==> src/rtl/bcd_converter_seq.sv <==
// Sequential binary-to-BCD converter (double dabble, one bit per cycle) with
// overflow saturate/wrap and leading-zero blanking; valid/ready on both sides.
module bcd_converter_seq #(
  parameter int BIN_W    = 8,
  parameter int DIGITS   = 3,
  parameter int SATURATE = 1
) (
  input  logic                  clk,
  input  logic                  rst_n,
  input  logic                  clr,
  input  logic                  in_valid,
  output logic                  in_ready,
  input  logic [BIN_W-1:0]      in_bin,
  output logic                  out_valid,
  input  logic                  out_ready,
  output logic [4*DIGITS-1:0]   out_bcd,
  output logic [DIGITS-1:0]     out_blank,
  output logic                  out_ovf,
  output logic                  busy
);

  localparam int BCD_W = 4 * DIGITS;
  localparam int CNT_W = $clog2(BIN_W + 1);
  localparam logic [DIGITS-1:0] BLANK_RST = {DIGITS{1'b1}} ^ DIGITS'(1);

  typedef enum logic [1:0] {IDLE, SHIFT, DONE} state_t;

  state_t             state, state_nxt;
  logic [BIN_W-1:0]   bin_q;
  logic [BCD_W-1:0]   acc_q, adj, acc_nxt, pres_bcd;
  logic [DIGITS-1:0]  pres_blank;
  logic               ovf_q, ovf_nxt, last_step, hi_zero;
  logic [CNT_W-1:0]   cnt_q;

  assign in_ready  = (state == IDLE);
  assign busy      = (state == SHIFT);
  assign out_valid = (state == DONE);
  assign last_step = (cnt_q == CNT_W'(1));

  always_comb begin
    adj = acc_q;
    for (int d = 0; d < DIGITS; d++) begin
      if (acc_q[4*d +: 4] >= 4'd5) adj[4*d +: 4] = acc_q[4*d +: 4] + 4'd3;
    end
    acc_nxt = {adj[BCD_W-2:0], bin_q[BIN_W-1]};
    // Any carry out of the top digit means the value reached 10^DIGITS.
    ovf_nxt = ovf_q | adj[BCD_W-1];
    if (ovf_nxt && (SATURATE != 0)) pres_bcd = {DIGITS{4'h9}};
    else                            pres_bcd = acc_nxt;
    pres_blank = '0;
    hi_zero    = 1'b1;
    for (int k = DIGITS - 1; k >= 1; k--) begin
      hi_zero       = hi_zero & (pres_bcd[4*k +: 4] == 4'd0);
      pres_blank[k] = hi_zero;
    end
  end

  always_comb begin
    state_nxt = state;
    case (state)
      IDLE:    if (in_valid)  state_nxt = SHIFT;
      SHIFT:   if (last_step) state_nxt = DONE;
      DONE:    if (out_ready) state_nxt = IDLE;
      default: state_nxt = IDLE;
    endcase
    if (clr) state_nxt = IDLE;
  end

  always_ff @(posedge clk or negedge rst_n) begin
    if (!rst_n) state <= IDLE;
    else        state <= state_nxt;
  end

  always_ff @(posedge clk or negedge rst_n) begin
    if (!rst_n) begin
      bin_q     <= '0;
      acc_q     <= '0;
      ovf_q     <= 1'b0;
      cnt_q     <= '0;
      out_bcd   <= '0;
      out_blank <= BLANK_RST;
      out_ovf   <= 1'b0;
    end else if (clr) begin
      cnt_q <= '0;
    end else begin
      case (state)
        IDLE: if (in_valid) begin
          bin_q <= in_bin;
          acc_q <= '0;
          ovf_q <= 1'b0;
          cnt_q <= CNT_W'(BIN_W);
        end
        SHIFT: begin
          bin_q <= bin_q << 1;
          acc_q <= acc_nxt;
          ovf_q <= ovf_nxt;
          cnt_q <= cnt_q - CNT_W'(1);
          // Result registers change only here, so they hold between results.
          if (last_step) begin
            out_bcd   <= pres_bcd;
            out_blank <= pres_blank;
            out_ovf   <= ovf_nxt;
          end
        end
        default: ;
      endcase
    end
  end

endmodule

==> config.mk <==
export PLATFORM = sky130hd
export DESIGN_NAME = bcd_converter_seq
export DESIGN_NICKNAME = d
export VERILOG_FILES = /design/src/rtl/bcd_converter_seq.sv
export SDC_FILE = /design/constraint.sdc
export NUM_CORES = 1
export LEC_CHECK = 0
export BUFFER_PORTS_ARGS = -buffer_cell sky130_fd_sc_hd__buf_4
export CAP_MARGIN = 20
export CORE_MARGIN = 2
export CORE_UTILIZATION = 30
export CTS_CLUSTER_SIZE = 30
export DETAILED_ROUTE_END_ITERATION = 6
export SLEW_MARGIN = 10
export SYNTH_ARGS = -nofsm -noshare
export SYNTH_HDL_FRONTEND = slang
export SYNTH_SLANG_ARGS = --single-unit
==> constraint.sdc <==
create_clock -name clk -period 2.4 [get_ports clk]
set_input_delay 0.12 -clock clk [delete_from_list [all_inputs] [get_ports clk]]
set_output_delay 0.12 -clock clk [all_outputs]
set_load 0.01 [all_outputs]
==> reports/results.ini, run 1 <==
[run_status]
status = completed

[die]
initial_core_util_pct = 31.1
fp.dieW_um = 88.0
die_area_sq_um = 7740
rows = 30
io_pins = 32
coreArea_sq_um = 6790
fp.dieH_um = 88.0

[sta]
finalCriticalPeriod_ns = 1.99
worst_slew_pin_slew_ns = 0.532
finalSetupViolCount = 0
final_hold_viol_count = 0
rsz0062_at_grt = no
clock_skew_ns = 0.00670
period_share_pct = 83.0
setup_tns_ns = 0
report.final.slew_viol_count = 0
slew_headroom_pct = 64.5
fmax_mhz = 502
holdWs_ns = 0.0788

[yosys]
synth_area_sq_um = 2110
synth_edf_count = 0
post_synth_num_cell_types = 42
netlist_top_cells_area = dfrtp_1, o21ai_0, nand2_1
ys.flop_type = dfrtp_1
syn_inst = 216
synth_nets = 237
seq_area_frac_synth_pct = 49.8
syn_area_per_cell_sq_um = 9.79
synth-seq-cells = 42
netlist_top_cells_count = dfrtp_1, nand2_1, o21ai_0
synthArstFlopShare_pct = 100
yosysMostFrequentCell = dfrtp_1
yosys_warnings = 0
netlist.area_leader.share_pct = 47.3
synth.largest_area_cell = dfrtp_1

[cts]
clk_latency_ns = 0.29
root_buffer = clkbuf_8
clock-sinks = 42
ctsHtreeMaxLevel = 2
path_clk_slew_ns = 0.07
cts_buffers = 5
clockBufferDepth = 2
cts_resized = 0
tritoncts = built

[place]
placed_cell_area_sq_um = 2430
port_buffers = 30
dp_hpwl_um = 3030
routabilityCongestion = 0.822

[global_routing]
grt_pass1_vias = 1655
gr-total-overflow = 0
grt_pass1_wl_um = 7400
antenna_found_initial = 0
grtUsageTotal_pct = 12.4
grt_max_degree = 43

[detailed_routing]
met3_length_um = 139
drc = 0
highest_layer = met4
met1_length_um = 1890
routed_wl_um = 4220
vias = 1574
firstDrtPassIters = 6
vias_per_cell = 4.56
route.met2.wl_um = 2080
initialDrtViolationCount = 82
routedWlPerCell_um = 12.2
drtAntennaViolNets = 0

[critical_path]
critPathArrivalTime_ns = 2.18
crit_buf_inv = 1
critPathMaxFanout = 5
cp_num_cells = 7
critPathSlowestCell = dfrtp_1
start_kind = register
crit_family = compound AO/OA/AOI/OAI gates
cp_cell_sequence = inv_1 > ha_1 > nand2b_1 > a21oi_1 > mux2i_1 > nand4b_1 > o41ai_2
slowest_delay_ns = 0.43
endpoint_kind = register
worstRegToRegCells = 7
worstSetupPathType = reg -> reg
cp.required_ns = 2.59

[finish]
fin_util_pct = 37.0
area_growth_pct = 19.0
final_layout_size_suffix_gt1_share_pct = 21.3
fillers = 693
nets = 269
final_design_area_no_fill_sq_um = 2520
regArea_sq_um = 1050
antennaDiodeCount = 0
multiInputGateArea_sq_um = 971

[run]
max_cap_viol_count = 0

[power_and_ir_drop]
clkPwrFrac_pct = 23.6
power.internal_mw = 1.29
seqPwrFrac_pct = 51.0
switching_share_pct = 29.2
cellPowerDensity_nw_per_um2 = 726
power.leakage_nw = 1.16
vdd_drop_max_v = 0.000304
p_sw_mw = 0.534
pwr-share-comb_pct = 25.4

[hold_path]
holdCritPathClass = in -> reg
hold_path_depth = 3

[placed cells by master, fill, tap and decap left out, types with 5 or more instances in the layout]
| cell type | n |
|---|---|
| nand2b_1 | 6 |
| a21oi_1 | 10 |
| nor2_1 | 20 |
| buf_4 | 32 |
| nand2_1 | 31 |
| clkbuf_8 | 5 |
| ha_1 | 8 |
| inv_1 | 10 |
| o21ai_0 | 27 |
| dfrtp_1 | 40 |
| mux2i_1 | 9 |
| nor3b_1 | 8 |
[power groups by stage]
stage	Clock, mW	Combinational [mW]	Sequential (mW)
5_1_grt	0.480	0.529	0.951
4_1_cts	0.450	0.475	0.933
6_report	0.431	0.464	0.932
3_5_place_dp	0	0.472	0.947
3_3_place_gp	0	0.465	0.947
2_1_floorplan	0	0.223	0.972
[per-layer routing]
layer  vias up  track usage [%]
li1        790                -
met1       753             14.6
met2        21             20.5
met3        10             3.49
met4         0             6.43
met5         -                0
[tightest hold or removal path, delay by kind of cell]
kind | cells | cell delay (ns)
AO/OA/AOI/OAI | 1 | 0.06
buffers and inverters | 1 | 0.10
AND/OR/NAND/NOR | 1 | 0.04
[timing repair]
item,CTS,global route
endpoints found under the hold margin,40,0
hold buffers,1,0
buffers inserted,0,0
[flip-flops by register name, summed over array words and instances (netlist names)]
signal     flops
acc_q         12
bin_q          8
cnt_q          4
out_bcd       12
out_blank      2
out_ovf        1
ovf_q          1
state          2
[kinds of logic (layout without fill, tap and decap cells)]
kind of cell               Yosys count  in the layout  share of synthesized area [%]
and+or+nand+nor                     81             81                           19.9
xor gates and xnor gates             3              3                           1.24
DFF                                 42             42                           49.8
adders and majority gates            8              8                           4.73
AOI/OAI and AO/OA                   50             50                           14.0
muxes                               12             12                           5.86
other                                1              1                          0.177
buffers and inverters               19             52                           4.26
[layout make-up]
cell class | instances | area share [%]
sequential | 42 | 41.9
multi-input combinational | 155 | 38.6
timing repair buffer | 33 | 9.95
tap | 96 | 4.77
clock buffer | 8 | 3.18
inverter | 11 | 1.64
[per-stage QoR]
step / power, mW / setup slack, ns / cells
after floorplan: 1.20 / 0.604 / 216
after global placement: 1.41 / 0.519 / 336
after detailed placement: 1.42 / 0.413 / 336
after CTS: 1.86 / 0.390 / 345
after global routing: 1.96 / 0.236 / 345
final: 1.83 / 0.408 / 345
[final timing paths]
| kind | from | endpoint | slack (ns) |
|---|---|---|---|
| setup reg to reg | acc_q[8]$_DFFE_PN0P_ | out_blank[1]$_DFFE_PN1P_ | 0.41 |
| min in group asynchronous | rst_n | bin_q[2]$_DFFE_PN0P_ | 0.35 |
| hold reg to reg | bin_q[2]$_DFFE_PN0P_ | bin_q[2]$_DFFE_PN0P_ | 0.49 |
| max in group asynchronous | rst_n | out_blank[2]$_DFFE_PN1P_ | 1.67 |
| hold / removal | in_bin[0] | bin_q[0]$_DFFE_PN0P_ | 0.08 |
| setup / recovery | acc_q[8]$_DFFE_PN0P_ | out_blank[1]$_DFFE_PN1P_ | 0.41 |
Power figures use the tool's default switching activity.
==> run 2: changes to the inputs <==
==> constraint.sdc (replaced) <==
create_clock -name clk -period 1.8 [get_ports clk]
set_input_delay 0.09 -clock clk [delete_from_list [all_inputs] [get_ports clk]]
set_output_delay 0.09 -clock clk [all_outputs]
set_load 0.01 [all_outputs]
==> run 2 against run 1 <==
Net effect:
- via count up 4.6%
- die area unchanged
- non-clock buffer count up 18
- sequential power up 34%
- first-iteration DRC count up 8.5%
- hold slack worse by 0.029 ns
- fmax up 19%
- setup slack worse by 0.29 ns
- largest cell class is now multi-input gates
- highest routed layer unchanged
==> reports/results.ini, run 2 (same netlist as run 1, synthesis figures left out) <==
[critical_path]
cp.required_ns = 2.00  ; -0.59 ns
worstSetupPathType = reg -> reg
cp-startpoint = acc_q[9]$_DFFE_PN0P_
r2r_setup_slack_ns = 0.12  ; -0.29 ns
critPathArrivalTime_ns = 1.88  ; -0.30 ns
r2r_start = acc_q[9]$_DFFE_PN0P_
endpoint_kind = register
worstRegToRegCells = 7  ; unchanged
critPathMaxFanout = 6  ; +1
start_kind = register

[finish]
final_layout_size_suffix_gt1_share_pct = 33.1  ; +12 points
fillers = 668  ; -3.6%
final_design_area_no_fill_sq_um = 2750  ; +9.2%
layout_common_cells = buf_4, dfrtp_1, nand2_1
fin_util_pct = 40.4  ; +3.4 points
antennaDiodeCount = 0  ; unchanged
area_growth_pct = 29.9
nets = 287  ; +6.7%
final_cells = 362  ; +4.9%
layout_commonest_cell = buf_4
reg_top3 = acc_q x12, out_bcd x12, bin_q x8

[detailed_routing]
vias_per_cell = 4.55  ; -0.28%
firstDrtPassIters = 4  ; -2
drc = 0  ; unchanged
initialDrtViolationCount = 89  ; +8.5%
drtAntennaViolNets = 0  ; unchanged
vias = 1647  ; +4.6%
routed_wl_um = 4640  ; +10%
routedWlPerCell_um = 12.8  ; +4.9%

[global_routing]
grt_pass1_vias = 1605  ; -3.0%
grt_max_degree = 43  ; unchanged
gr-total-overflow = 0  ; unchanged
antenna_found_initial = 0  ; unchanged
grt_pass1_wl_um = 7610  ; +2.8%
grtUsageTotal_pct = 12.6  ; +0.27 points

[sta]
rsz0062_at_grt = no
finalSetupViolCount = 0  ; unchanged
worst_slew_pin_slew_ns = 0.542  ; +0.00980 ns
fmax_mhz = 596  ; +19%
clock_skew_ns = 0.00535  ; -0.00134 ns
final_hold_viol_count = 0  ; unchanged
setup_slack_ns = 0.123  ; -0.285 ns
slew_headroom_pct = 63.9  ; -0.65 points
period_share_pct = 93.2  ; +10 points
holdWs_ns = 0.0497  ; -0.0291 ns
setup_tns_ns = 0  ; unchanged
finalCriticalPeriod_ns = 1.68  ; -0.315 ns
report.final.slew_viol_count = 0  ; unchanged

[place]
dp.cells = 349  ; +3.9%
placed_cell_area_sq_um = 2520  ; +4.0%
dp_hpwl_um = 3200  ; +5.7%
pre_cts_ws_ns = -0.00406  ; -0.417 ns
routabilityCongestion = 0.776  ; -5.6%
port_buffers = 30  ; unchanged

[power_and_ir_drop]
seqPwrFrac_pct = 50.1  ; -0.9 points
switching_share_pct = 29.9  ; +0.68 points
power.leakage_nw = 1.26  ; +8.7%
vdd_drop_max_v = 0.000320  ; +5.2%
cellPowerDensity_nw_per_um2 = 905  ; +25%
clkPwrFrac_pct = 23.3  ; -0.3 points
p_sw_mw = 0.744  ; +39%
totalPowerFinal_mw = 2.49  ; +36%
power.internal_mw = 1.74  ; +35%
pwr-share-comb_pct = 26.6  ; +1.2 points

[cts]
root_buffer = clkbuf_8
clockBufferDepth = 2  ; unchanged
clock-sinks = 42  ; unchanged
tritoncts = built
cts_buffers = 5  ; unchanged
clk_latency_ns = 0.29  ; about the same
path_clk_slew_ns = 0.08  ; about the same
ctsHtreeMaxLevel = 2  ; unchanged

[die]
coreArea_sq_um = 6790  ; unchanged
initial_core_util_pct = 31.1  ; unchanged
fp.dieW_um = 88.0  ; unchanged
fp.dieH_um = 88.0  ; unchanged
rows = 30  ; unchanged
die_area_sq_um = 7740  ; unchanged
io_pins = 32  ; unchanged

[hold_path]
holdCritPathClass = in -> reg
hold_path_depth = 2  ; -1
worstHoldStart = clr

[run]
max_cap_viol_count = 0  ; unchanged

[run_status]
status = completed

run 2: critical path, cell delays in order (launching register included):
cell and delay [ns]:
dfrtp_1 0.39, inv_2 0.07, ha_1 0.18, nand2b_4 0.14
or3b_4 0.24, nand3b_4 0.10, nand4b_1 0.23, o41ai_2 0.22
run 2: worst paths after layout:
kind / to
setup / recovery: out_blank[1]$_DFFE_PN1P_
hold / removal: state[1]$_DFFE_PN0P_
setup reg to reg: out_blank[1]$_DFFE_PN1P_
hold reg to reg: bin_q[3]$_DFFE_PN0P_
max in group asynchronous: out_blank[2]$_DFFE_PN1P_
min in group asynchronous: bin_q[2]$_DFFE_PN0P_
run 2: what timing repair did:
action / CTS / global route
resized for setup: 1 / 26
pin swaps: 1 / 5
endpoints found under the setup margin: 2 / 26
buffers inserted: 0 / 5
hold endpoints to repair: 40 / 0
hold buffers: 1 / 0
run 2: metal layers:
layer  vias up  GRT usage [%]  share of wire (%)  wire length [um]
li1        833              -                  -                 -
met2        16           20.6                 51              2350
met4         0           4.20                1.5                70
met3         7           3.58                2.6               119
met5         -              0                  0                 0
met1       791           16.2                 45              2110
run 2: layout make-up:
class                   instances  area, sq um  share of cell area [%]
repair buffers                 51          389                    14.2
well taps                      96          120                    4.37
inverters                      11         41.3                    1.50
multi-input cells             155         1070                    38.8
flip-flops and latches         42         1050                    38.3
clock buffers                   7         76.3                    2.78
run 2: power by group through the flow:
| stage | Clock (mW) | Sequential (mW) | Combinational, mW |
|---|---|---|---|
| 3_5_place_dp | 0 | 1.26 | 0.642 |
| 4_1_cts | 0.591 | 1.25 | 0.646 |
| 5_1_grt | 0.632 | 1.27 | 0.745 |
| 2_1_floorplan | 0 | 1.30 | 0.298 |
| 3_3_place_gp | 0 | 1.26 | 0.632 |
| 6_report | 0.579 | 1.25 | 0.661 |
==> run 3: changes to the inputs <==
--- a/config.mk
+++ b/config.mk
@@ -5,12 +5,14 @@
 export SDC_FILE = /design/constraint.sdc
 export NUM_CORES = 1
 export LEC_CHECK = 0
+export ABC_AREA = 1
 export BUFFER_PORTS_ARGS = -buffer_cell sky130_fd_sc_hd__buf_4
 export CAP_MARGIN = 20
 export CORE_MARGIN = 2
 export CORE_UTILIZATION = 30
 export CTS_CLUSTER_SIZE = 30
 export DETAILED_ROUTE_END_ITERATION = 6
+export PLACE_DENSITY = 0.48
 export SLEW_MARGIN = 10
 export SYNTH_ARGS = -nofsm -noshare
 export SYNTH_HDL_FRONTEND = slang
==> run 3 against run 2 <==
Net effect:
- highest routed layer unchanged
- clock-buffer cell count is the same
- synthesized area grew 1.8%
- cell area shrank 6.3%
- synthesized cell count grew 14%
- via count grew 3.0%
- combinational power grew 25%
- register-to-register slack gained 0.09 ns
- die area grew 1.7%
- fmax grew 5.4%
==> reports/results.ini, run 3 <==
[detailed_routing]
routedWlPerCell_um = 12.1  ; -5.3%
vias_per_cell = 4.53  ; -0.54%
vias = 1697  ; +3.0%
routed_wl_um = 4550  ; -1.9%
initialDrtViolationCount = 33  ; -63%
firstDrtPassIters = 4  ; unchanged
drtAntennaViolNets = 0  ; unchanged
drc = 0  ; unchanged

[critical_path]
path_common_cell = inv_1
critPathArrivalTime_ns = 1.77  ; -0.11 ns
slowest_delay_ns = 0.39  ; about the same
cp.required_ns = 1.98  ; -0.02 ns
cp_cell_sequence = inv_1 > ha_1 > nand3_2 > nor2_8 > nand3_4 > inv_1 > a21oi_1
start_kind = register
endpoint_kind = register
critPathMaxFanout = 11  ; +5
worstSetupPathType = reg -> reg
critPathSlowestCell = dfrtp_1
worstRegToRegCells = 7  ; unchanged

[finish]
area_growth_pct = 19.5
layout_commonest_cell = nand2_1
fin_util_pct = 37.5  ; -3.0 points
reg_top3 = acc_q x12, out_bcd x12, bin_q x8
nets = 299  ; +4.2%
fillers = 740  ; +11%
layout_common_cells = nand2_1, dfrtp_1, inv_1
antennaDiodeCount = 0  ; unchanged
regArea_sq_um = 1050  ; unchanged
multiInputGateArea_sq_um = 906  ; -15%
final_layout_size_suffix_gt1_share_pct = 20.4  ; -13 points
final_design_area_no_fill_sq_um = 2570  ; -6.3%

[die]
io_pins = 32  ; unchanged
initial_core_util_pct = 31.3  ; +0.22 points
fp.dieH_um = 88.7  ; +0.87%
die_area_sq_um = 7870  ; +1.7%
coreArea_sq_um = 6870  ; +1.1%
rows = 30  ; unchanged
fp.dieW_um = 88.7  ; +0.87%

[global_routing]
grt_max_degree = 43  ; unchanged
antenna_found_initial = 0  ; unchanged
grt_pass1_wl_um = 7980  ; +4.8%
grt_pass1_vias = 1661  ; +3.5%
grtUsageTotal_pct = 13.1  ; +0.44 points
gr-total-overflow = 0  ; unchanged

[sta]
setup_slack_ns = 0.210  ; +0.0866 ns
setup_tns_ns = 0  ; unchanged
clock_skew_ns = 0.00334  ; -0.00201 ns
finalCriticalPeriod_ns = 1.59  ; -0.0866 ns
rsz0062_at_grt = no
report.final.slew_viol_count = 0  ; unchanged
fmax_mhz = 629  ; +5.4%
finalSetupViolCount = 0  ; unchanged
final_hold_viol_count = 0  ; unchanged
slew_headroom_pct = 63.1  ; -0.73 points
period_share_pct = 88.4  ; -4.8 points
holdWs_ns = 0.0314  ; -0.0184 ns
worst_slew_pin_slew_ns = 0.553  ; +0.0110 ns

[cts]
ctsHtreeMaxLevel = 2  ; unchanged
path_clk_slew_ns = 0.08  ; about the same
clk_latency_ns = 0.29  ; about the same
clock-sinks = 42  ; unchanged
tritoncts = built
cts_buffers = 5  ; unchanged
clockBufferDepth = 2  ; unchanged
post_cts_buffers = 0  ; unchanged
root_buffer = clkbuf_8

[yosys]
netlist.area_leader.share_pct = 46.5  ; -0.85 points
seq_area_frac_synth_pct = 48.9  ; -0.90 points
yosys_warnings = 0  ; unchanged
ys.flop_type = dfrtp_1
synth-seq-cells = 42  ; unchanged
synth.largest_area_cell = dfrtp_1
synthArstFlopShare_pct = 100  ; unchanged
synth_edf_count = 0  ; unchanged
syn_inst = 246  ; +14%
synth_area_sq_um = 2150  ; +1.8%
syn_area_per_cell_sq_um = 8.75  ; -11%
yosysMostFrequentCell = nand2_1
synth_nets = 267  ; +13%
netlist_top_cells_count = nand2_1, dfrtp_1, inv_1
netlist_top_cells_area = dfrtp_1, nand2_1, inv_1
post_synth_num_cell_types = 32  ; -24%

[hold_path]
hold_path_depth = 3  ; +1
holdCritPathClass = in -> reg

[power_and_ir_drop]
power.internal_mw = 1.85  ; +5.9%
pwr-share-comb_pct = 30.1  ; +3.5 points
vdd_drop_max_v = 0.000339  ; +6.0%
p_sw_mw = 0.889  ; +20%
clkPwrFrac_pct = 23.4  ; about the same
seqPwrFrac_pct = 46.5  ; -3.6 points
switching_share_pct = 32.5  ; +2.6 points
cellPowerDensity_nw_per_um2 = 1060  ; +17%
power.leakage_nw = 1.29  ; +1.9%

[place]
placed_cell_area_sq_um = 2470  ; -2.0%
dp_hpwl_um = 3220  ; +0.62%
port_buffers = 30  ; unchanged
pre_cts_ws_ns = 0.200  ; +0.204 ns
routabilityCongestion = 0.778  ; +0.19%

[run_status]
status = completed

[run]
max_cap_viol_count = 0  ; unchanged

[run 3: cell types whose count changed after synthesis, sizes merged, moves of 9 or more]
cell   previous run  this run
inv              11        37
mux2i             9         0
nand2            33        59
nand3             1        11
nor3b             9         0
o22ai             0        15
[run 3: per-layer routing]
metal	global-route usage [%]	vias to the layer above	wire (um)	share of wire [%]
met5	0	-	0	0
met2	20.6	49	1910	42
li1	-	871	-	-
met1	18.1	772	2350	52
met3	3.26	5	240	5.3
met4	3.31	0	44	0.97
[run 3: per-stage QoR]
step | total power [mW] | std cells
after CTS | 2.79 | 375
after global placement | 2.14 | 366
after detailed placement | 2.13 | 366
after global routing | 2.96 | 375
final | 2.73 | 375
after floorplan | 1.78 | 246
[run 3: kinds of logic (layout without fill, tap and decap cells)]
group | count (synthesis) | after routing | share of synthesized area (%)
AND/OR/NAND/NOR | 96 | 96 | 21.8
AO/OA/AOI/OAI | 52 | 52 | 14.6
buffers and inverters | 45 | 78 | 9.01
flip-flops | 42 | 42 | 48.9
adder cells (fa/ha/maj) | 8 | 8 | 4.65
XOR/XNOR | 2 | 2 | 0.814
other | 1 | 1 | 0.174
[run 3: worst max-delay path, delay by kind of cell, from the launching register on]
kind                     cells  cell delay [ns]
AO/OA/AOI/OAI                1             0.08
buffers and inverters        2             0.27
flip-flops                   1             0.39
adder cells (fa/ha/maj)      1             0.20
AND/OR/NAND/NOR              3             0.52
[run 3: area by class of cell]
| type | instances | share of cell area [%] |
|---|---|---|
| sequential | 42 | 40.9 |
| tap | 96 | 4.67 |
| inverter | 38 | 5.74 |
| multi-input combinational | 159 | 35.2 |
| clock inverter | 1 | 0.194 |
| timing repair buffer | 32 | 9.92 |
| clock buffer | 7 | 3.35 |
[run 3: power groups by stage]
stage / clock network [mW] / registers (mW) / logic [mW]
floorplan: 0 / 1.34 / 0.447
global placement: 0 / 1.29 / 0.843
detailed placement: 0 / 1.30 / 0.836
CTS: 0.674 / 1.28 / 0.842
global route: 0.706 / 1.30 / 0.951
finish: 0.640 / 1.27 / 0.824
[run 3: path summary, 6_finish.rpt]
check	endpoint	slack (ns)	from
max in group asynchronous	acc_q[5]$_DFFE_PN0P_	1.09	rst_n
min	bin_q[0]$_DFFE_PN0P_	0.03	in_bin[0]
min in group asynchronous	out_bcd[10]$_DFFE_PN0P_	0.33	rst_n
max reg2reg	out_bcd[3]$_DFFE_PN0P_	0.21	cnt_q[1]$_DFFE_PN0P_
max	out_bcd[3]$_DFFE_PN0P_	0.21	cnt_q[1]$_DFFE_PN0P_
min reg2reg	out_blank[2]$_DFFE_PN1P_	0.47	out_blank[2]$_DFFE_PN1P_
[run 3: repair_timing]
action | in CTS | in global routing
hold buffers | 1 | 0
hold endpoints to repair | 40 | 0
resized for setup | 0 | 0
